--- src/rtl/tap_scan_master.sv ---
// ---------------------------------------------------------------------------
// tap_scan_master
//   Tester-side JTAG initiator. Takes host commands (TAP reset, IR scan,
//   DR scan, run-test idle) over a valid/ready handshake, walks the target's
//   IEEE 1149.1 TAP by driving tms, serialises the payload on tdi LSB-first
//   and collects tdo into a response word.
//
// Ports
//   tck        : single clock; the target TAP runs on the same edge
//   trst       : synchronous, active-high reset; abandons any command
//   cmd_valid  : host command valid
//   cmd_ready  : master can accept a command
//   cmd_op     : 00 TAP reset, 01 IR scan, 10 DR scan, 11 idle cycles
//   cmd_len    : bit count for scans, cycle count for idle
//   cmd_data   : tdi payload, bit 0 shifted first
//   tms, tdi   : registered drives to the target TAP
//   tdo        : serial data returned by the target
//   rsp_valid  : one-cycle pulse when a command completes
//   rsp_err    : qualifies rsp_valid; set for an illegal scan length
//   rsp_data   : captured tdo, bit k = kth bit shifted out, upper bits 0
//   busy       : command in progress
// ---------------------------------------------------------------------------
module tap_scan_master #(
    parameter int MAX_LEN = 128,
    parameter int LEN_W   = 8
) (
    input  logic               tck,
    input  logic               trst,
    input  logic               cmd_valid,
    output logic               cmd_ready,
    input  logic [1:0]         cmd_op,
    input  logic [LEN_W-1:0]   cmd_len,
    input  logic [MAX_LEN-1:0] cmd_data,
    output logic               tms,
    output logic               tdi,
    input  logic               tdo,
    output logic               rsp_valid,
    output logic               rsp_err,
    output logic [MAX_LEN-1:0] rsp_data,
    output logic               busy
);

    localparam logic [2:0] S_IDLE     = 3'd0;
    localparam logic [2:0] S_RST      = 3'd1;
    localparam logic [2:0] S_PRE      = 3'd2;
    localparam logic [2:0] S_SHIFT    = 3'd3;
    localparam logic [2:0] S_POST     = 3'd4;
    localparam logic [2:0] S_RTI_WAIT = 3'd5;
    localparam logic [2:0] S_RESP     = 3'd6;

    localparam logic [1:0] OP_RESET = 2'b00;
    localparam logic [1:0] OP_IR    = 2'b01;
    localparam logic [1:0] OP_IDLE  = 2'b11;

    localparam int               IDX_W    = $clog2(MAX_LEN);
    localparam logic [LEN_W-1:0] LEN_ONE  = LEN_W'(1);
    localparam logic [LEN_W-1:0] LEN_MAX  = LEN_W'(MAX_LEN);
    localparam logic [LEN_W-1:0] RST_LAST = LEN_W'(4);

    // Control state (reset)
    logic [2:0]         state_q, state_d;
    logic               at_tlr_q, at_tlr_d;
    logic               tms_q, tms_d;
    logic               tdi_q, tdi_d;
    logic               cmd_ready_q, cmd_ready_d;
    logic               busy_q, busy_d;
    logic               rsp_valid_q, rsp_valid_d;
    logic               rsp_err_q, rsp_err_d;
    logic [MAX_LEN-1:0] rsp_data_q, rsp_data_d;
    logic               cap_q, cap_d;

    // Datapath state (loaded on accept before it is ever read)
    logic [LEN_W-1:0]   len_q, len_d;
    logic [MAX_LEN-1:0] data_q, data_d;
    logic [MAX_LEN-1:0] rx_q, rx_d;
    logic [LEN_W-1:0]   cnt_q, cnt_d;
    logic [4:0]         pre_pat_q, pre_pat_d;
    logic [2:0]         pre_left_q, pre_left_d;
    logic [IDX_W-1:0]   cap_idx_q, cap_idx_d;
    logic               err_q, err_d;

    logic [4:0]         pre_seq;
    logic [2:0]         pre_n;

    always_comb begin
        // NOTE: every signal gets a default before the case so no path
        // leaves one unassigned, which would otherwise infer a latch.
        state_d     = state_q;
        at_tlr_d    = at_tlr_q;
        tms_d       = at_tlr_q;   // idle drive: hold TLR or sit in RTI
        tdi_d       = 1'b0;
        cmd_ready_d = 1'b0;
        busy_d      = busy_q;
        rsp_valid_d = 1'b0;
        rsp_err_d   = 1'b0;
        rsp_data_d  = rsp_data_q;
        cap_d       = 1'b0;
        len_d       = len_q;
        data_d      = data_q;
        rx_d        = rx_q;
        cnt_d       = cnt_q;
        pre_pat_d   = pre_pat_q;
        pre_left_d  = pre_left_q;
        cap_idx_d   = cap_idx_q;
        err_d       = err_q;
        pre_seq     = 5'b00000;
        pre_n       = 3'd0;

        // The bit presented last cycle has just been consumed by the target;
        // its tdo is valid at this edge.
        if (cap_q) begin
            rx_d[cap_idx_q] = tdo;
        end

        case (state_q)
            S_IDLE: begin
                cmd_ready_d = 1'b1;
                busy_d      = 1'b0;
                if (cmd_valid && cmd_ready_q) begin
                    cmd_ready_d = 1'b0;
                    busy_d      = 1'b1;
                    len_d       = cmd_len;
                    data_d      = cmd_data;
                    rx_d        = '0;
                    err_d       = 1'b0;
                    case (cmd_op)
                        OP_RESET: begin
                            tms_d   = 1'b1;
                            cnt_d   = LEN_ONE;
                            state_d = S_RST;
                        end
                        OP_IDLE: begin
                            cnt_d = '0;
                            if (at_tlr_q) begin
                                tms_d    = 1'b0;
                                at_tlr_d = 1'b0;
                            end
                            state_d = (cmd_len == '0) ? S_RESP : S_RTI_WAIT;
                        end
                        default: begin
                            if ((cmd_len == '0) || (cmd_len > LEN_MAX)) begin
                                // No TAP activity; tms keeps its idle value.
                                err_d   = 1'b1;
                                state_d = S_RESP;
                            end else begin
                                // tms walk to Shift-xR, emitted LSB first.
                                pre_seq = (cmd_op == OP_IR) ? 5'b00011 : 5'b00001;
                                pre_n   = (cmd_op == OP_IR) ? 3'd4 : 3'd3;
                                if (at_tlr_q) begin
                                    pre_seq  = {pre_seq[3:0], 1'b0};
                                    pre_n    = pre_n + 3'd1;
                                    at_tlr_d = 1'b0;
                                end
                                tms_d      = pre_seq[0];
                                pre_pat_d  = {1'b0, pre_seq[4:1]};
                                pre_left_d = pre_n - 3'd1;
                                state_d    = S_PRE;
                            end
                        end
                    endcase
                end
            end

            S_RST: begin
                tms_d = 1'b1;
                cnt_d = cnt_q + LEN_ONE;
                if (cnt_q == RST_LAST) begin
                    at_tlr_d = 1'b1;
                    state_d  = S_RESP;
                end
            end

            S_PRE: begin
                tms_d      = pre_pat_q[0];
                pre_pat_d  = {1'b0, pre_pat_q[4:1]};
                pre_left_d = pre_left_q - 3'd1;
                if (pre_left_q == 3'd1) begin
                    cnt_d   = '0;
                    state_d = S_SHIFT;
                end
            end

            S_SHIFT: begin
                tdi_d     = data_q[0];
                data_d    = {1'b0, data_q[MAX_LEN-1:1]};
                cap_d     = 1'b1;
                cap_idx_d = cnt_q[IDX_W-1:0];
                tms_d     = 1'b0;
                cnt_d     = cnt_q + LEN_ONE;
                // Last bit leaves on the Exit1 transition.
                if (cnt_q == len_q - LEN_ONE) begin
                    tms_d   = 1'b1;
                    cnt_d   = '0;
                    state_d = S_POST;
                end
            end

            S_POST: begin
                if (cnt_q == '0) begin
                    tms_d = 1'b1;       // Exit1 -> Update
                    cnt_d = LEN_ONE;
                end else begin
                    tms_d   = 1'b0;     // Update -> RTI
                    state_d = S_RESP;
                end
            end

            S_RTI_WAIT: begin
                tms_d = 1'b0;
                cnt_d = cnt_q + LEN_ONE;
                if (cnt_q + LEN_ONE == len_q) begin
                    state_d = S_RESP;
                end
            end

            S_RESP: begin
                rsp_valid_d = 1'b1;
                rsp_err_d   = err_q;
                if (!err_q) begin
                    rsp_data_d = rx_q;
                end
                busy_d  = 1'b0;
                state_d = S_IDLE;
            end

            default: state_d = S_IDLE;
        endcase
    end

    // NOTE: sequential state uses non-blocking assignments so every flop
    // samples pre-edge values regardless of statement order.
    always_ff @(posedge tck) begin
        if (trst) begin
            state_q     <= S_IDLE;
            at_tlr_q    <= 1'b1;
            tms_q       <= 1'b1;
            tdi_q       <= 1'b0;
            cmd_ready_q <= 1'b1;
            busy_q      <= 1'b0;
            rsp_valid_q <= 1'b0;
            rsp_err_q   <= 1'b0;
            rsp_data_q  <= '0;
            cap_q       <= 1'b0;
        end else begin
            state_q     <= state_d;
            at_tlr_q    <= at_tlr_d;
            tms_q       <= tms_d;
            tdi_q       <= tdi_d;
            cmd_ready_q <= cmd_ready_d;
            busy_q      <= busy_d;
            rsp_valid_q <= rsp_valid_d;
            rsp_err_q   <= rsp_err_d;
            rsp_data_q  <= rsp_data_d;
            cap_q       <= cap_d;
        end
    end

    // NOTE: payload, shift and counter registers carry no reset; each is
    // written on command accept or state entry before it is read.
    always_ff @(posedge tck) begin
        len_q      <= len_d;
        data_q     <= data_d;
        rx_q       <= rx_d;
        cnt_q      <= cnt_d;
        pre_pat_q  <= pre_pat_d;
        pre_left_q <= pre_left_d;
        cap_idx_q  <= cap_idx_d;
        err_q      <= err_d;
    end

    assign tms       = tms_q;
    assign tdi       = tdi_q;
    assign cmd_ready = cmd_ready_q;
    assign busy      = busy_q;
    assign rsp_valid = rsp_valid_q;
    assign rsp_err   = rsp_err_q;
    assign rsp_data  = rsp_data_q;

endmodule

--- config.mk ---
export PLATFORM = sky130hd
export DESIGN_NAME = tap_scan_master
export DESIGN_NICKNAME = d
export VERILOG_FILES = /design/src/rtl/tap_scan_master.sv
export SDC_FILE = /design/constraint.sdc
export NUM_CORES = 1
export LEC_CHECK = 0
export CAP_MARGIN = 10
export CORE_MARGIN = 3
export CORE_UTILIZATION = 49
export CTS_CLUSTER_SIZE = 8
export DETAILED_ROUTE_END_ITERATION = 12
export PLACE_DENSITY = 0.74
export SLEW_MARGIN = 40
export SYNTH_ARGS = -nofsm -noshare
export SYNTH_HDL_FRONTEND = slang
export SYNTH_SLANG_ARGS = --single-unit
--- constraint.sdc ---
create_clock -name tck -period 11 [get_ports tck]
set_clock_uncertainty 0.2 [all_clocks]
set_input_delay 2.2 -clock tck [delete_from_list [all_inputs] [get_ports tck]]
set_output_delay 2.2 -clock tck [all_outputs]
set_load 0.005 [all_outputs]
==> impl_metrics.tcl, run 1 <==
set metrics [dict create \
    outcome "finished, final reports clean" \
    clkLatencyLatePin_ns 0.57 \
    synth_nets 2122 \
    die_y_um 193 \
    max_cap_violations 0 \
    post-dp-hpwl_um 30200 \
    boundaryPins 276 \
    critical_path.slowest_cell "buf_4" \
    synth_enable_flop_cells 157 \
    num_vias 14477 \
    clockRootBuffer "clkbuf_16" \
    synthArstFlopShare_pct 0 \
    gr-total-overflow 0 \
    postCtsHoldBufs 0 \
    grt_max_degree 129 \
    syn_to_final_growth_pct 26.5 \
    critPathKind "primary input to flip-flop" \
    fin_crit_sh_pct 39.9 \
    wl_um 46300 \
    drv_slew 0 \
    cts_setup_buffers 0 \
    peakVddDrop_mv 0.133 \
    clkSinkCount 424 \
    seqPwrFrac_pct 47.2 \
    gp_congestion 0.852 \
    pre_cts_ws_ns 5.96 \
    coreArea_um2 34000 \
    worst_slack_ns 6.62 \
    critPathMostFrequentCell "buf_4" \
    switchingPower_w 0.00123 \
    io_buffer_count 275 \
    critPathMaxFanout 72 \
    max_slew_margin_pct 39.8 \
    cts_inserted_buffers 58 \
    drc 0 \
    cts.clk_slew.worst_paths_ns 0.05 \
    track_usage_pct 24.4 \
    fin_crit_ns 4.38 \
    die_w_um 193 \
    arrival_ns 4.59 \
    num_rows 67 \
    grt_pass1_vias 13658 \
    p_clk_share_pct 36.5 \
    worst_setup_path_start_kind "primary input" \
    initial_core_util_pct 50.4 \
    drt_first_pass_iters 6 \
    p_sw_share_pct 28.2 \
    grt_pass1_wl_um 72700 \
    drt_iter0_markers 1480 \
    yosys.cell_types.count 58 \
    insertedDiodeCount 0 \
    hold_violations 0 \
    leakage_nw 7.73 \
    ys_warn_count 0 \
    p_int_w 0.00313 \
    powerDensity_nw_per_um2 201 \
    cts_tree "yes" \
    setup.worst_path.end_class "flip-flop" \
    final_nets 2331 \
    die_area_um2 37300 \
    antenna_found_initial 0 \
    routedWlPerCell_um 17.5 \
    cts_max_path_buffers 3 \
    syn_avg_cell_area_um2 8.71 \
    max_stage_delay_ns 0.73 \
    crit_chain "clkdlybuf4s50_1, nand2_1, nor2_4, buf_4, buf_4, a21oi_1" \
    ys_seq_area_share_pct 58.6 \
    tns_ns 0 \
    avgViaCountPerCell 5.47 \
    hold_path.class "flip-flop to flip-flop" \
    synthFlopType "dfxtp_1" \
    syn-cell-area_um2 17200 \
    ys_ff_latch 424 \
    rsz0062_at_grt "no" \
    synth_cells 1969 \
    pwr-share-comb_pct 16.3 \
    tightestPinTransition_ns 0.903 \
    setup_violations 0 \
    drive_gt1_share_pct 4.73 \
    required_ns 11.21 \
    antenna_left 0 \
    fmax_mhz 228 \
    cts_resized 0 \
    cts.htree.levels 2 \
]
per-stage QoR:
stage	std cells	utilization [%]	hold WS, ns	area (um2)	power [W]
2_1_floorplan	1969	-	0.220	17200	0.00260
3_3_place_gp	2565	58.9	0.240	20000	0.00276
3_5_place_dp	2566	59.1	0.242	20100	0.00279
4_1_cts	2649	63.7	0.247	21700	0.00437
5_1_grt	2649	63.8	0.265	21700	0.00455
6_report	2649	63.8	0.249	21700	0.00436
critical path: cells and delay by family:
family / cells / cell delay, ns
simple gates: 2 / 0.36
buf+inv: 3 / 1.82
compound gates: 1 / 0.14
power by group through the flow:
stage / Combinational (W) / Sequential [W] / Clock (W)
2_1_floorplan: 0.000519 / 0.00208 / 0
3_3_place_gp: 0.000683 / 0.00208 / 0
3_5_place_dp: 0.000704 / 0.00208 / 0
4_1_cts: 0.000705 / 0.00206 / 0.00161
5_1_grt: 0.000791 / 0.00208 / 0.00168
6_report: 0.000711 / 0.00206 / 0.00159
flip-flops by register name, summed over array words and instances, names as in the netlist, 2 cells and up:
register / cells
pre_pat_q: 2
pre_left_q: 3
data_q: 128
rx_q: 128
cnt_q: 8
len_q: 8
cap_idx_q: 7
state_q: 3
rsp_data: 128
synthesized netlist by cell type (5+ instances only):
library cell	n	share of area [%]
nand2_1	695	15
dfxtp_1	267	31
a21oi_1	262	7.6
edfxtp_1	157	27
nand3_1	134	3.9
clkbuf_1	128	2.8
o21ai_0	85	2.5
nor2_1	40	0.87
o21ai_1	38	1.1
and2_1	14	0.51
xnor2_1	14	0.71
inv_1	13	0.28
nor3_1	12	0.35
ha_1	11	0.80
nand2b_1	9	0.33
xor2_1	9	0.46
mux2i_1	7	0.41
nor2b_1	5	0.18
metal layers:
| metal | up-vias | track usage, % | wire length, um |
|---|---|---|---|
| met1 | 6653 | 34.3 | 19600 |
| met4 | 0 | 9.43 | 1630 |
| met2 | 657 | 37.8 | 21100 |
| met3 | 112 | 4.48 | 4000 |
| met5 | - | 0 | 0 |
| li1 | 7055 | - | - |
layout by cell type, fill, tap and decap left out, types with 14 or more instances in the layout:
| cell | instances |
|---|---|
| edfxtp_1 | 157 |
| o21ai_0 | 85 |
| nand3_1 | 133 |
| clkbuf_1 | 22 |
| and2_1 | 14 |
| a21oi_1 | 262 |
| xnor2_1 | 14 |
| o21ai_1 | 37 |
| clkdlybuf4s50_1 | 273 |
| clkbuf_16 | 59 |
| dfxtp_1 | 267 |
| nor2_1 | 39 |
| nand2_1 | 695 |
logic make-up after synthesis:
kind of cell	synth area share [%]
and+or+nand+nor	22.8
DFF	58.6
AOI/OAI and AO/OA	12.7
buffers and inverters	3.51
xor gates and xnor gates	1.17
adders and majority gates	0.802
muxes	0.408
path summary, 6_finish.rpt:
path                                 from                    endpoint  slack, ns  depth (start not counted)
setup / recovery                cmd_valid             rx_q[7]$_DFF_P_       6.62                          6
hold / removal          rx_q[123]$_DFF_P_  rsp_data[123]$_SDFFE_PP0P_       0.25                          2
setup reg to reg  state_q[1]$_SDFFE_PP0P_        data_q[47]$_DFFE_PP_       7.79                          4
hold reg to reg         rx_q[123]$_DFF_P_  rsp_data[123]$_SDFFE_PP0P_       0.25                          2
area by class of cell:
class,instances,area [um2]
Fill cell,2890,12300
Tap cell,448,561
Sequential cell,424,10100
Clock inverter,2,32.5
Clock buffer,81,1560
Inverter,16,62.6
Multi-Input combinational cell,1392,6580
Timing Repair Buffer,286,2860
No activity file was read; power rests on OpenSTA's default activity.
==> run 2: changes to the inputs <==
Settings changed: CORE_UTILIZATION 49 to 48, PLACE_DENSITY 0.74 to 0.76.
Clock period 11 ns to 3.5 ns, I/O delays scaled along.
==> impl_metrics.tcl, run 2 (synthesis gave the netlist of run 1 again) <==
set metrics [dict create \
    outcome "finished, final reports clean" \
    setup.worst_path.end_class "flip-flop" \
    worst_slack_ns 0.753 \
    grt_pass1_vias 13940 \
    setup_violations 0 \
    die_area_um2 38100 \
    fmax_mhz 364 \
    critPathMaxFanout 8 \
    cts_inserted_buffers 59 \
    cts.htree.levels 2 \
    gr-total-overflow 0 \
    grt_pass1_wl_um 73800 \
    cts_tree "yes" \
    whs_ns 0.245 \
    track_usage_pct 23.6 \
    io_buffer_count 275 \
    die_w_um 195 \
    num_rows 68 \
    num_vias 14640 \
    fillers 2918 \
    drt_first_pass_iters 6 \
    cts_max_path_buffers 3 \
    final_nets 2345 \
    antenna_found_initial 0 \
    reg2reg_depth 6 \
    final_common_cell "nand2_1" \
    max_cap_violations 0 \
    antenna_left 0 \
    fin_crit_ns 2.75 \
    cts_setup_buffers 0 \
    avgViaCountPerCell 5.49 \
    die_y_um 195 \
    tns_ns 0 \
    drive_gt1_share_pct 5.28 \
    coreArea_um2 34900 \
    boundaryPins 276 \
    critPathKind "flip-flop to flip-flop" \
    gp_congestion 0.850 \
    syn_to_final_growth_pct 27.7 \
    fin_crit_sh_pct 78.5 \
    clkLatencyLatePin_ns 0.60 \
    clkSinkCount 424 \
    cts.clk_slew.worst_paths_ns 0.05 \
    pre_cts_ws_ns 0.474 \
    drc 0 \
    tightestPinTransition_ns 0.876 \
    drv_slew 0 \
    wl_um 46600 \
    post-dp-hpwl_um 31100 \
    postCtsHoldBufs 0 \
    final_util_pct 62.8 \
    arrival_ns 2.87 \
    grt_max_degree 131 \
    hold_violations 0 \
    drt_iter0_markers 1337 \
    leakage_nw 7.84 \
    clockRootBuffer "clkbuf_16" \
    mostFrequentLayoutCells "nand2_1 (694), clkdlybuf4s50_1 (273), dfxtp_1 (267)" \
    insertedDiodeCount 0 \
    max_slew_margin_pct 41.6 \
    initial_core_util_pct 49.2 \
    rsz0062_at_grt "no" \
    routedWlPerCell_um 17.5 \
    whs_path_depth 2 \
    required_ns 3.62 \
    cts_resized 0 \
    hold_path.class "flip-flop to flip-flop" \
    worst_setup_path_start_kind "flip-flop" \
    peakVddDrop_mv 0.413 \
    powerDensity_nw_per_um2 634 \
]
==> run 2: path summary, 6_finish.rpt <==
path	startpoint	to	slack, ns
worst max-delay path	len_q[2]$_DFFE_PP_	cnt_q[0]$_DFFE_PP_	0.75
worst min-delay path	rx_q[92]$_DFF_P_	rsp_data[92]$_SDFFE_PP0P_	0.25
worst max register to register	len_q[2]$_DFFE_PP_	cnt_q[0]$_DFFE_PP_	0.75
worst min register to register	rx_q[92]$_DFF_P_	rsp_data[92]$_SDFFE_PP0P_	0.25
==> run 2: critical path, cell delays in order, from the launching register on <==
cell	delay, ns
edfxtp_1	0.49
or4_4	0.55
or4b_4	0.51
a22oi_2	0.18
a31oi_1	0.12
o21ai_2	0.32
o221ai_2	0.13
==> run 2: cell type report <==
| class | instances | area [um2] | area share (%) |
|---|---|---|---|
| Sequential cell | 424 | 10100 | 45.9 |
| Multi-Input combinational cell | 1392 | 6580 | 30.0 |
| Timing Repair Buffer | 299 | 3050 | 13.9 |
| Clock buffer | 80 | 1560 | 7.10 |
| Tap cell | 455 | 569 | 2.60 |
| Inverter | 16 | 62.6 | 0.285 |
| Clock inverter | 3 | 41.3 | 0.188 |
==> run 2: stage by stage <==
stage                     total power, W  instance area (um2)  instances
after global routing              0.0145                21900       2669
after floorplan                  0.00807                17200       1969
after detailed placement         0.00895                20300       2586
final                             0.0139                21900       2669
after CTS                         0.0140                21900       2669
after global placement           0.00885                20300       2586
==> run 2: routing by layer <==
layer / vias to the layer above / share of wire, % / track usage [%]
met5: - / 0 / 0
met4: 0 / 3.3 / 8.66
met3: 108 / 9.4 / 6.85
met2: 661 / 46 / 37.4
met1: 6789 / 41 / 31.0
li1: 7082 / - / -
==> run 2: where the power goes <==
| group | total (W) | switching [W] | internal (W) |
|---|---|---|---|
| Clock | 0.00501 | 0.00199 | 0.00303 |
| Combinational | 0.00243 | 0.00153 | 0.000894 |
| Sequential | 0.00645 | 0.000393 | 0.00606 |
==> run 3: changes to the inputs <==
Clock period 3.5 ns to 2.4 ns, I/O delays scaled along.
==> impl_metrics.tcl, run 3 (synthesis gave the netlist of run 1 again) <==
set metrics [dict create \
    drc 0 \
    critPathKind "flip-flop to flip-flop" \
    drt_first_pass_iters 6 \
    outcome "finished with violations" \
    grt_pass1_vias 14565 \
    clkLatencyLatePin_ns 0.58 \
    drt_iter0_markers 1314 \
    r2r_setup_slack_ns -0.18 \
    drv_slew 0 \
    cts_setup_buffers 0 \
    hold_start "trst" \
    holdPathEnd "rsp_data[76]$_SDFFE_PP0P_" \
    fin_area_um2 22700 \
    cts_max_path_buffers 3 \
    cts.htree.levels 2 \
    failed_checks "setup timing" \
    cts_inserted_buffers 59 \
    gr-total-overflow 0 \
    fmax_mhz 387 \
    crit_chain "or4_4, or4b_4, a22oi_2, a31oi_1, o21ai_2, buf_6, nor2_1" \
    die_area_um2 38100 \
    p_clk_share_pct 35.3 \
    p_int_w 0.0151 \
    pre_cts_ws_ns -0.345 \
    cts_tree "yes" \
    p_sw_share_pct 28.2 \
    fillers 2826 \
    antenna_found_initial 0 \
    avgViaCountPerCell 5.48 \
    max_cap_violations 0 \
    insertedDiodeCount 0 \
    hold_violations 0 \
    routedWlPerCell_um 17.5 \
    wl_um 48200 \
    whs_path_depth 2 \
    multi_input_area_um2 6600 \
    final_common_cell "nand2_1" \
    fin_crit_sh_pct 108 \
    tightestPinTransition_ns 0.737 \
    r2r-end "cnt_q[7]$_DFFE_PP_" \
    place_area_um2 21000 \
    clockRootBuffer "clkbuf_16" \
    post-dp-hpwl_um 32900 \
    pwr-share-comb_pct 20.5 \
    num_vias 15071 \
    switchingPower_w 0.00593 \
    grt_pass1_wl_um 76700 \
    gp_congestion 0.860 \
    die_w_um 195 \
    coreArea_um2 34900 \
    whs_ns 0.0914 \
    reg2reg_depth 7 \
    worst_setup_path_start_kind "flip-flop" \
    worst_slack_ns -0.185 \
    clkSinkCount 424 \
    rsz0062_at_grt "yes" \
    drive_gt1_share_pct 8.50 \
    peakVddDrop_mv 0.604 \
    max_stage_delay_ns 0.56 \
    syn_to_final_growth_pct 32.0 \
    leakage_nw 8.28 \
    fin_crit_ns 2.58 \
    critPathMaxFanout 7 \
    max_slew_margin_pct 50.7 \
    boundaryPins 276 \
    track_usage_pct 24.4 \
    critical_path.slowest_cell "or4_4" \
    antenna_left 0 \
    num_rows 68 \
    grt_max_degree 129 \
    seq_area_um2 10100 \
    initial_core_util_pct 49.2 \
    arrival_ns 2.70 \
    seqPwrFrac_pct 44.2 \
    powerDensity_nw_per_um2 927 \
    setup_violations 12 \
    cts.clk_slew.worst_paths_ns 0.05 \
    mostFrequentLayoutCells "nand2_1 (695), clkdlybuf4s50_1 (273), dfxtp_1 (266)" \
    hold_path.class "primary input to flip-flop" \
    die_y_um 195 \
    io_buffer_count 275 \
    setup.worst_path.end_class "flip-flop" \
    final_nets 2422 \
    r2r-start "len_q[3]$_DFFE_PP_" \
    required_ns 2.52 \
]
-- run 3: cell type report --
class	instances	area share (%)
Clock buffer	84	7.07
Clock inverter	3	0.149
Inverter	16	0.276
Multi-Input combinational cell	1392	29.1
Sequential cell	424	44.4
Tap cell	455	2.51
Timing Repair Buffer	376	16.5
-- run 3: metrics by stage --
stage | instances | power [W] | setup TNS (ns) | utilization, %
2_1_floorplan | 1969 | 0.0118 | -137.13 | -
3_3_place_gp | 2663 | 0.0134 | -4.87 | 60.1
3_5_place_dp | 2663 | 0.0136 | -5.78 | 60.1
4_1_cts | 2750 | 0.0210 | -1.46 | 64.9
5_1_grt | 2750 | 0.0219 | -2.75 | 65.0
6_report | 2750 | 0.0210 | -1.72 | 65.0
-- run 3: critical path: cells and delay by family, from the launching register on --
kind	cells	cell delay, ns
and+or+nand+nor	3	1.12
buffers and inverters	1	0.15
DFF	1	0.38
AOI/OAI and AO/OA	3	0.47
-- run 3: per-layer routing --
metal  vias to the layer above  wire length (um)  track usage (%)
li1                       7240                 -                -
met1                      7030             19900             32.9
met2                       690             22700             40.0
met3                       111              4110             3.99
met4                         0              1490             9.14
met5                         -                 0                0
-- run 3: timing repair --
item | in CTS | in global routing
setup endpoints to repair | 12 | 20
hold endpoints to repair | 0 | 0
hold buffers | 0 | 0
gates cloned | 0 | 0
resized for setup | 4 | 3
pin swaps | 3 | 1
-- run 3: worst max-delay path by stage --
| stage | from | end | slack (ns) |
|---|---|---|---|
| 2_1_floorplan | state_q[1]$_SDFFE_PP0P_ | data_q[0]$_DFFE_PP_ | -1.06 |
| 3_3_place_gp | cmd_op[0] | cnt_q[6]$_DFFE_PP_ | -0.28 |
| 3_5_place_dp | cmd_op[0] | cnt_q[7]$_DFFE_PP_ | -0.35 |
| 4_1_cts | len_q[3]$_DFFE_PP_ | cnt_q[7]$_DFFE_PP_ | -0.17 |
| 5_1_grt | len_q[3]$_DFFE_PP_ | cnt_q[4]$_DFFE_PP_ | -0.27 |
| 6_report | len_q[3]$_DFFE_PP_ | cnt_q[7]$_DFFE_PP_ | -0.18 |
-- run 3: power groups by stage --
| stage | logic [W] | registers (W) | clock network (W) |
|---|---|---|---|
| 2_1_floorplan | 0.00243 | 0.00935 | 0 |
| 3_3_place_gp | 0.00404 | 0.00936 | 0 |
| 3_5_place_dp | 0.00418 | 0.00941 | 0 |
| 4_1_cts | 0.00422 | 0.00929 | 0.00753 |
| 5_1_grt | 0.00468 | 0.00937 | 0.00782 |
| 6_report | 0.00430 | 0.00928 | 0.00742 |
